File: src/rtl/countdown_timer.sv
// countdown_timer: BCD MM:SS countdown (00:00..99:59) with a one-second
// prescaler, IDLE/RUN/PAUSED/DONE control and a one-cycle expiry pulse.
module countdown_timer #(
  parameter int unsigned CLKS_PER_TICK = 50000000
) (
  input  logic        clk,
  input  logic        reset,
  input  logic        load,
  input  logic [15:0] preset,
  input  logic        start,
  input  logic        stop,
  output logic [15:0] digits,
  output logic        running,
  output logic        done,
  output logic        expired
);

  localparam int unsigned PW = (CLKS_PER_TICK > 1) ? $clog2(CLKS_PER_TICK) : 1;
  localparam logic [PW-1:0] TERM = PW'(CLKS_PER_TICK - 1);

  typedef enum logic [1:0] {
    S_IDLE,
    S_RUN,
    S_PAUSED,
    S_DONE
  } state_t;

  state_t        state_q, state_d;
  logic [15:0]   digits_q, digits_d;
  logic [PW-1:0] presc_q, presc_d;
  logic          expired_q, expired_d;

  // Clamp each BCD digit to its legal range (seconds tens to 5, others to 9).
  function automatic logic [15:0] sanitize(input logic [15:0] p);
    logic [3:0] mt, mo, st, so;
    mt = (p[15:12] > 4'd9) ? 4'd9 : p[15:12];
    mo = (p[11:8]  > 4'd9) ? 4'd9 : p[11:8];
    st = (p[7:4]   > 4'd5) ? 4'd5 : p[7:4];
    so = (p[3:0]   > 4'd9) ? 4'd9 : p[3:0];
    return {mt, mo, st, so};
  endfunction

  // Subtract one second with BCD borrow through the four digits; 00:00 sticks.
  function automatic logic [15:0] dec_bcd(input logic [15:0] d);
    logic [3:0] mt, mo, st, so;
    {mt, mo, st, so} = d;
    if (d != '0) begin
      if (so != 4'd0) begin
        so = so - 4'd1;
      end else begin
        so = 4'd9;
        if (st != 4'd0) begin
          st = st - 4'd1;
        end else begin
          st = 4'd5;
          if (mo != 4'd0) begin
            mo = mo - 4'd1;
          end else begin
            mo = 4'd9;
            mt = mt - 4'd1;
          end
        end
      end
    end
    return {mt, mo, st, so};
  endfunction

  // State, count, prescaler and expiry pulse registers.
  always_ff @(posedge clk or posedge reset) begin
    if (reset) begin
      state_q   <= S_IDLE;
      digits_q  <= '0;
      presc_q   <= '0;
      expired_q <= 1'b0;
    end else begin
      state_q   <= state_d;
      digits_q  <= digits_d;
      presc_q   <= presc_d;
      expired_q <= expired_d;
    end
  end

  // Next-state logic; load beats stop, stop beats start, and the prescaler
  // only advances on a RUN cycle that is not being paused or reloaded.
  always_comb begin
    state_d   = state_q;
    digits_d  = digits_q;
    presc_d   = presc_q;
    expired_d = 1'b0;
    if (load) begin
      digits_d = sanitize(preset);
      presc_d  = '0;
      state_d  = S_IDLE;
    end else if (stop) begin
      if (state_q == S_RUN) begin
        state_d = S_PAUSED;
      end
    end else begin
      unique case (state_q)
        S_IDLE, S_PAUSED: begin
          if (start && (digits_q != '0)) begin
            state_d = S_RUN;
          end
        end
        S_RUN: begin
          if (presc_q == TERM) begin
            presc_d  = '0;
            digits_d = dec_bcd(digits_q);
            if (dec_bcd(digits_q) == '0) begin
              state_d   = S_DONE;
              expired_d = 1'b1;
            end
          end else begin
            presc_d = presc_q + PW'(1);
          end
        end
        S_DONE: begin
          state_d = S_DONE;
        end
        default: begin
          state_d = S_IDLE;
        end
      endcase
    end
  end

  assign digits  = digits_q;
  assign running = (state_q == S_RUN);
  assign done    = (state_q == S_DONE);
  assign expired = expired_q;

endmodule

File: config.mk
export PLATFORM = sky130hd
export DESIGN_NAME = countdown_timer
export DESIGN_NICKNAME = d
export VERILOG_FILES = /design/src/rtl/countdown_timer.sv
export SDC_FILE = /design/constraint.sdc
export NUM_CORES = 1
export LEC_CHECK = 0
export CAP_MARGIN = 5
export CORE_MARGIN = 2
export CORE_UTILIZATION = 59
export DETAILED_ROUTE_END_ITERATION = 8
export PLACE_DENSITY_LB_ADDON = 0.12
export SLEW_MARGIN = 25
export SYNTH_ARGS = -nofsm -noshare
export SYNTH_HDL_FRONTEND = slang
export SYNTH_SLANG_ARGS = --single-unit
File: constraint.sdc
create_clock -name clk -period 6 [get_ports clk]
set_input_delay 0.9 -clock clk [delete_from_list [all_inputs] [get_ports clk]]
set_output_delay 0.9 -clock clk [all_outputs]
set_load 0.02 [all_outputs]
Word-level counts from Yosys, hierarchy flattened
Index checks and enable logic that the tools add are counted.
{ "word_totals": {"reg_bits": 45, "latch_bits": 0, "ramBits": 0, "rom_bits": 0, "in_bits": 21, "output_inout_bits": 19, "n_memories": 0} }
{ "classes": {"add_sub_neg": 5, "n_mul": 0, "div_mod_pow": 0, "magnitude_cmp": 4, "eq_ne": 9, "shift": 0, "mux": 53, "n_bitwise": 0, "reduce_logical": 13} }
{ "op_table": {"columns": ["cell", "n"], "rows": [
  ["$mux W4", 33],
  ["$mux W26", 4],
  ["$mux W16", 4],
  ["$add A26 B1 Y26 const B", 1],
  ["$eq A26 B26 Y1 const B", 1],
  ["$logic_not A16 Y1", 1],
  ["$reduce_bool A16 Y1", 1],
  ["$sub A4 B1 Y4 const B", 4],
  ["$gt A4 B4 Y1 const B", 3],
  ["$mux W2", 6],
  ["$reduce_bool A4 Y1", 3],
  ["$ne A4 B3 Y1 const B", 2],
  ["$pmux W2 S3", 1],
  ["$mux W1", 5],
  ["$eq A2 B2 Y1 const B", 2],
  ["$gt A4 B3 Y1 const B", 1],
  ["$ne A4 B4 Y1 const B", 1],
  ["$reduce_and A4 Y1", 1],
  ["$reduce_bool A2 Y1", 2],
  ["$ne A3 B2 Y1 const B", 1],
  ["$reduce_and A3 Y1", 1],
  ["$eq A2 B1 Y1 const B", 1],
  ["$logic_not A2 Y1", 1],
  ["$ne A2 B2 Y1 const B", 1],
  ["other kinds (3)", 3]
]} }

Longest topological paths before layout
Gate-level depths: netlist (run 1).
{ "depth": {"word_depth": 15, "mapped_depth": 8} }

Worst setup path after synthesis (run 1)
Ideal clock, no wire load.
{ "synth_timing": {"path_type": "input -> register", "start": "in stop", "end": "reg digits_q[10], in the netlist digits[10]", "setup_ns": 0.120, "arrival_ns": 2.374, "required_ns": 5.880, "path_slack_ns": 3.505, "cell_stages": 6, "path_buffers": 1, "path_cell_list": "or3b_1 > clkbuf_1 > or3_1 > o41ai_1 > o22ai_1 > a41o_1"} }
{ "synth_via": {"elab_chain_len": 2} }
{ "synth_rtl": {"columns": ["element", "line", "text"], "rows": [
  ["start: declaration", "11", "input logic stop,"],
  ["$ne A2 B2 Y1 (no source line)", null, null],
  ["$reduce_and A3 Y1 (no source line)", null, null],
  ["end signal: assignment", "77", "digits_q <= digits_d;"],
  ["end: declaration", "29", "logic [15:0] digits_q, digits_d;"]
]} }
Every way passes these cells.
A chain may end at the register's enable or synchronous reset.

Worst setup path after layout (run 1)
{ "layout_timing": {"start": "in load", "end": "reg presc_q[24]"} }
{ "layout_via": {"elab_chain_len": 2, "word_cells_on_any_way": 4, "classes_between": "eq/ne: 1; mux: 1; reduce/logical: 2"} }
{ "layout_rtl": {"columns": ["element", "line", "text"], "rows": [
  ["start: declaration", "8", "input logic load,"],
  ["$ne A2 B2 Y1 (no source line) or $reduce_bool A2 Y1 (tied branches)", null, null],
  ["$reduce_and A2 Y1 (no source line)", null, null],
  ["end signal: assignment", "78", "presc_q <= presc_d;"],
  ["end: declaration", "30", "logic [PW-1:0] presc_q, presc_d;"]
]} }
Parallel ways exist; a longest one is shown, timed or not.

==> results of run 1 <==
-- synth_stat cells (all sizes together) (8+ instances only) --
master,count
xnor2,8
nor4,9
inv,11
o21ai,29
a21oi,13
nor2,40
nand2,28
nand4,10
dfrtp,45
nand3,14
xor2,10
nor3,16
-- layer usage --
metal  routed length [microns]  global-route usage [%]
met1                      2810                    34.2
met2                      3210                    43.4
met3                       346                    5.97
met4                       260                    15.7
met5                         0                       0
-- cells by family after synthesis --
family	synth area share, %
XOR/XNOR	5.74
AND/OR/NAND/NOR	28.7
buffers and inverters	3.74
AO/OA/AOI/OAI	19.1
adder cells (fa/ha/maj)	1.37
flip-flops	41.0
multiplexers	0.364
-- flip-flops by register name, summed over array words and instances, names as in the netlist --
name and flops:
presc_q 26, state_q 2, expired 1, digits 16
-- worst paths after layout --
path,start,to,slack (ns),cells past startpoint
max reg2reg,presc_q[18],digits[2],3.23,6
min reg2reg,presc_q[1],presc_q[1],0.52,2
max in group asynchronous,reset,presc_q[1],4.57,3
max,load,presc_q[24],2.64,8
min in group asynchronous,reset,presc_q[16],1.03,3
min,presc_q[1],presc_q[1],0.52,2
-- final cells by class --
type | count | area share (%)
well taps | 52 | 1.99
flip-flops and latches | 45 | 34.5
repair buffers | 41 | 12.4
multi-input cells | 250 | 46.7
inverters | 12 | 1.38
clock buffers | 7 | 2.95
clock inverters | 1 | 0.153
-- placed cells by master (no fill, tap or decap), types with 7 or more instances in the layout --
cell                              count
sky130_fd_sc_hd__dfrtp_1             45
sky130_fd_sc_hd__nand4_1             10
sky130_fd_sc_hd__nor4_1               7
sky130_fd_sc_hd__nand3_1             13
sky130_fd_sc_hd__nand2_1             28
sky130_fd_sc_hd__inv_1               10
sky130_fd_sc_hd__clkbuf_8             7
sky130_fd_sc_hd__clkdlybuf4s50_1     39
sky130_fd_sc_hd__xnor2_1              8
sky130_fd_sc_hd__nor2_1              40
sky130_fd_sc_hd__o21ai_0             27
sky130_fd_sc_hd__a21oi_1             12
sky130_fd_sc_hd__xor2_1              10
sky130_fd_sc_hd__nor3_1              14
-- metrics by stage --
| stage | instance area [sq um] | util (%) |
|---|---|---|
| floorplan | 2750 | - |
| global placement | 3160 | 71.6 |
| detailed placement | 3170 | 71.7 |
| CTS | 3270 | 74.0 |
| global route | 3270 | 74.0 |
| finish | 3270 | 74.0 |
-- worst min-delay path: stages, from the launching register on --
cell	delay [ns]
sky130_fd_sc_hd__dfrtp_1	0.37
sky130_fd_sc_hd__nand2_1	0.05
sky130_fd_sc_hd__o21ai_0	0.07
-- power by group --
group	switching, W	internal [W]	leakage [nW]	total (W)
Combinational	0.0000870	0.0000736	0.610	0.000161
Clock	0.000105	0.000104	0.0542	0.000209
Sequential	0.0000349	0.000320	0.596	0.000354
Total	0.000226	0.000497	1.26	0.000724
==> metrics.log, run 1 <==
[metrics] number of nets in the synthesized netlist: 343
[metrics] effective utilization at floorplan: 62.2%
[metrics] post-placement cell count: 400
[metrics] crit path buf inv count: 3
[metrics] unrepaired setup endpoints after global routing: no
[metrics] number of hold violations in the final report: 0
[metrics] area share of the largest cell type after synthesis: 41.0%
[metrics] Most used DFF post-synth: sky130_fd_sc_hd__dfrtp_1
[metrics] ratio of cells with drive above 1 in the final layout: 7.02%
[metrics] maximum vdd ir drop: 0.166 mV
[metrics] multi-input gate area in the final layout: 1530 sq um
[metrics] post-layout worst setup margin: 2.64 ns
[metrics] floorplan row count: 24
[metrics] global-route usage over all layers: 27.3%
[metrics] CTS Sinks: 45
[metrics] depth of the CTS H-tree: 2
[metrics] Resized Gates After CTS: 0
[metrics] cell taking the most area after synthesis: sky130_fd_sc_hd__dfrtp_1
[metrics] CTS clk-pin slew, worst paths: 0.08 ns
[metrics] sequential element share of the synthesized area: 41.0%
[metrics] number of buffers added on ports: 39
[metrics] Final min period: 3.36 ns
[metrics] worst path required time: 6.15 ns
[metrics] final setup violation count: 0
[metrics] largest cells by area after synthesis: sky130_fd_sc_hd__dfrtp_1 41%, sky130_fd_sc_hd__nor2_1 5.5%, sky130_fd_sc_hd__o21ai_0 4.9%
[metrics] Avg Vias per Cell: 6.39
[metrics] final total power: 0.000724 W
[metrics] Clk Latency, worst-skew pair: 0.31 ns
[metrics] global placement routability congestion: 0.942
[metrics] final routed wirelength across all metal layers: 6630 microns
[metrics] Vias: 2608
[metrics] buffer levels on the longest clock path: 2
[metrics] peak fanout along the critical path: 27
[metrics] CP startpoint kind: input pin
[metrics] drt wl/cell: 16.2 microns
[metrics] Worst Hold Class: reg2reg
[metrics] count of state elements after synthesis: 45
[metrics] drt first-iter violations: 167
[metrics] maximum number of pins on one net before global-route repair: 46
[metrics] antenna violations before repair: 0
[metrics] FFs w/ async S/R, synth: 100%
[metrics] core footprint: 4410 sq um
[metrics] DIE HEIGHT: 72.2 microns
[metrics] period utilization: 56.0%
[metrics] count of nets after finishing: 379
[metrics] outcome: finished clean
[metrics] critical path endpoint category: flip-flop
[metrics] cell family contributing the most delay on the critical path: buffers and inverters
[metrics] average cell area after synthesis: 8.61 sq um
[metrics] slowest library cell on the worst path: sky130_fd_sc_hd__clkdlybuf4s50_1
[metrics] Post-synth EDFFs: 0
[metrics] CTS tree: yes
[metrics] buffer cell driving the clock tree root: sky130_fd_sc_hd__clkbuf_8
[metrics] synthesis warning total: 0
[metrics] hpwl dp: 4670 microns
[metrics] DR pass1 iterations: 5
[metrics] Netlist cell types: 61
[metrics] hold-fix buffer count after cts: 0
[metrics] area growth from synthesis to layout: 19.0%
[metrics] number of diodes: 0
[metrics] Antenna Nets Post-Route: 0
[metrics] die area: 5220 sq um
[metrics] final setup skew: 0.0187 ns
[metrics] Worst Setup Slack post-DPL: 2.40 ns
[metrics] number of cells produced by synthesis: 319
[metrics] sequential cell area in the final layout: 1130 sq um
[metrics] critical path class: in2reg
[metrics] total congestion overflow: 0
[metrics] worst max-slew margin expressed relative to the limit: 45.9%
[metrics] Crit path largest cell delay: 0.73 ns
[metrics] transition at the pin with the smallest max-transition slack: 0.804 ns
[metrics] summed instance area of the synthesized netlist: 2750 sq um
[metrics] number of global-route vias before repair: 2518
[metrics] count of filler cells inserted in the layout: 358
[metrics] drt drc: 0
[metrics] setup fix buffers added after clock tree synthesis: 0
[metrics] number of buffers inserted during clock tree synthesis: 5
[metrics] Data arrival, critical path: 3.51 ns
[metrics] global-route wire length before repair: 11200 microns
[metrics] fin. max-slew vios: 0
[metrics] Worst Hold Slack: 0.524 ns
[metrics] Non-Filler Instances: 408
[metrics] setup_tns: 0 ns
[metrics] I/O pin count: 40
[metrics] areal power density over the cells: 221 nW/um^2
[metrics] Static Leakage: 1.26 nW
[metrics] Maximum Capacitance Violations: 0
[metrics] peak clock frequency supported by timing: 298 MHz
[metrics] cells traversed along the worst timing path: clkdlybuf4s50_1 > buf_4 > clkinv_1 > nand2_1 > nand3_1 > nor3_1 > xnor2_1 > nor2_1
[metrics] Die X: 72.2 microns
No activity file was read; power rests on OpenSTA's default activity.
==> run 2: changes to the inputs <==
Settings changed: CORE_UTILIZATION 59 to 55.
Clock period 6 ns to 3.29 ns, I/O delays scaled along.
==> run 2 against run 1 <==
Combinational power increased by 85%. Highest routed layer unchanged. Final cell count increased by 4.7%. Die area increased by 6.9%. First-iteration DRC count increased by 1.2%. Critical path type is now reg2reg. Sequential cell count unchanged. Clock-buffer cell count unchanged. Worst hold slack got worse by 0.0011 ns. Global-route usage decreased by 0.58 points. Power increased by 79%.
==> metrics.log, run 2 (synthesis gave the netlist of run 1 again) <==
[metrics] number of buffers added on ports: 39 (unchanged)
[metrics] met1 Usage GRT: 34.3% (+0.097 points)
[metrics] buffer levels on the longest clock path: 2 (unchanged)
[metrics] global placement routability congestion: 0.876 (-7.0%)
[metrics] count of filler cells inserted in the layout: 405 (+13%)
[metrics] most frequent standard cell in the layout excluding fill and tap cells: sky130_fd_sc_hd__dfrtp_1
[metrics] core footprint: 4750 sq um (+7.7%)
[metrics] CTS Sinks: 45 (unchanged)
[metrics] max FFs per register: 26 (unchanged)
[metrics] Die X: 74.7 microns (+3.4%)
[metrics] depth of the CTS H-tree: 2 (unchanged)
[metrics] maximum vdd ir drop: 0.201 mV (+22%)
[metrics] drt first-iter violations: 169 (+1.2%)
[metrics] peak clock frequency supported by timing: 389 MHz
[metrics] number of buffers inserted during clock tree synthesis: 5 (unchanged)
[metrics] drt wl/cell: 16.1 microns (-0.98%)
[metrics] Antenna Nets Post-Route: 0 (unchanged)
[metrics] crit path buf inv count: 1 (-2)
[metrics] final standard cell utilization of the core: 69.5% (-4.6 points)
[metrics] beginning of the worst register-to-register path: presc_q[18]
[metrics] CTS tree: yes
[metrics] Worst Hold Class: reg2reg
[metrics] Avg Vias per Cell: 6.12 (-4.2%)
[metrics] number of hold violations in the final report: 0 (unchanged)
[metrics] Crit path largest cell delay: 0.54 ns (-0.19 ns)
[metrics] Clk Latency, worst-skew pair: 0.30 ns (about the same)
[metrics] Vias: 2615 (+0.27%)
[metrics] commonest cells after routing, fill and taps aside: 45 x sky130_fd_sc_hd__dfrtp_1, 40 x sky130_fd_sc_hd__nor2_1, 39 x sky130_fd_sc_hd__clkdlybuf4s50_1
[metrics] CTS clk-pin slew, worst paths: 0.08 ns (about the same)
[metrics] critical path endpoint category: flip-flop
[metrics] Resized Gates After CTS: 0 (unchanged)
[metrics] number of global-route vias before repair: 2399 (-4.7%)
[metrics] peak fanout along the critical path: 12 (-56%)
[metrics] worst-case register-to-register setup slack: 0.72 ns (-2.51 ns)
[metrics] effective utilization at floorplan: 57.8% (-4.5 points)
[metrics] DIE HEIGHT: 74.7 microns (+3.4%)
[metrics] cell family contributing the most delay on the critical path: simple AND/OR/NAND/NOR gates
[metrics] ratio of cells with drive above 1 in the final layout: 8.06% (+1.0 points)
[metrics] Final min period: 2.57 ns
[metrics] maximum number of pins on one net before global-route repair: 32 (-30%)
[metrics] cells traversed along the worst timing path: nor4b_1 > nand4b_1 > or2_2 > a21oi_2 > buf_4 > o211ai_1 > o21a_1
[metrics] launch point of the worst path: presc_q[18]
[metrics] setup fix buffers added after clock tree synthesis: 0 (unchanged)
[metrics] Reg with most FFs: presc_q
[metrics] Worst Setup Slack post-DPL: 0.604 ns (-1.79 ns)
[metrics] hold-fix buffer count after cts: 0 (unchanged)
[metrics] areal power density over the cells: 392 nW/um^2 (+77%)
[metrics] worst path required time: 3.49 ns (-2.66 ns)
[metrics] total congestion overflow: 0 (unchanged)
[metrics] final setup skew: 0.00939 ns (-0.00928 ns)
[metrics] Top Usage Layer GRT: met2
[metrics] worst max-slew margin expressed relative to the limit: 52.1% (+6.2 points)
[metrics] Static Leakage: 1.28 nW (+1.4%)
[metrics] setup_tns: 0 ns (unchanged)
[metrics] buffer cell driving the clock tree root: sky130_fd_sc_hd__clkbuf_8
[metrics] global-route wire length before repair: 11300 microns (+1.1%)
[metrics] final setup violation count: 0 (unchanged)
[metrics] slowest library cell on the worst path: sky130_fd_sc_hd__a21oi_2
[metrics] Maximum Capacitance Violations: 0 (unchanged)
[metrics] hpwl dp: 5100 microns (+9.2%)
[metrics] post-layout worst setup margin: 0.721 ns (-1.92 ns)
[metrics] area growth from synthesis to layout: 20.3%
[metrics] die area: 5570 sq um (+6.9%)
[metrics] met3 usage in global routing: 4.95% (-1.0 points)
[metrics] drt drc: 0 (unchanged)
[metrics] DR pass1 iterations: 5 (unchanged)
[metrics] number of diodes: 0 (unchanged)
[metrics] outcome: finished clean
[metrics] global-route usage over all layers: 26.7% (-0.58 points)
[metrics] source of the worst hold timing path: presc_q[14]
[metrics] count of nets after finishing: 384 (+1.3%)
[metrics] critical path class: reg2reg
[metrics] transition at the pin with the smallest max-transition slack: 0.711 ns (-0.0929 ns)
[metrics] unrepaired setup endpoints after global routing: no
[metrics] CP startpoint kind: flip-flop
[metrics] I/O pin count: 40 (unchanged)
[metrics] antenna violations before repair: 0 (unchanged)
[metrics] Data arrival, critical path: 2.77 ns (-0.74 ns)
[metrics] final routed wirelength across all metal layers: 6870 microns (+3.6%)
[metrics] met2 track demand over resource in global routing: 44.5% (+1.1 points)
[metrics] period utilization: 78.1%
[metrics] floorplan row count: 25 (+4.2%)
[metrics] fin. max-slew vios: 0 (unchanged)
[run 2: cell count changes in the layout (fill, tap and decap cells not counted), sizes merged]
cell and delta:
buf +5, clkinv -1
[run 2: final cells by class]
| type | count | area (sq um) | share of cell area (%) |
|---|---|---|---|
| inverter | 12 | 46.3 | 1.40 |
| sequential | 45 | 1130 | 34.1 |
| tap | 67 | 83.8 | 2.54 |
| timing repair buffer | 46 | 443 | 13.4 |
| multi-input combinational | 250 | 1520 | 45.9 |
| clock buffer | 7 | 86.3 | 2.61 |
[run 2: final timing paths]
check	endpoint	cells after the start
setup / recovery	digits[9]	7
hold / removal	presc_q[14]	1
setup reg to reg	digits[9]	7
hold reg to reg	presc_q[14]	1
max in group asynchronous	digits[0]	3
min in group asynchronous	presc_q[4]	2
[run 2: per-stage QoR]
stage / total power, W / cells / hold WS (ns) / area [sq um]
floorplan: 0.000825 / 319 / 0.468 / 2750
global placement: 0.000947 / 420 / 0.506 / 3220
detailed placement: 0.000952 / 420 / 0.506 / 3220
CTS: 0.00130 / 427 / 0.522 / 3300
global route: 0.00136 / 427 / 0.538 / 3300
finish: 0.00130 / 427 / 0.522 / 3300
[run 2: worst register-to-register path, cell delays in order (launching register included)]
cell	delay, ns
sky130_fd_sc_hd__dfrtp_1	0.42
sky130_fd_sc_hd__nor4b_1	0.32
sky130_fd_sc_hd__nand4b_1	0.26
sky130_fd_sc_hd__or2_2	0.44
sky130_fd_sc_hd__a21oi_2	0.54
sky130_fd_sc_hd__buf_4	0.27
sky130_fd_sc_hd__o211ai_1	0.10
sky130_fd_sc_hd__o21a_1	0.12
[run 2: report_power, final]
group | total (W) | internal, W | switching (W)
combinational | 0.000298 | 0.000137 | 0.000161
sequential | 0.000644 | 0.000583 | 0.0000614
clock | 0.000354 | 0.000167 | 0.000187
total | 0.00130 | 0.000887 | 0.000409
[run 2: metal layers]
layer,up-vias,wire length [microns]
li1,1253,-
met1,1261,2940
met2,88,3400
met3,13,378
met4,0,144
met5,-,0
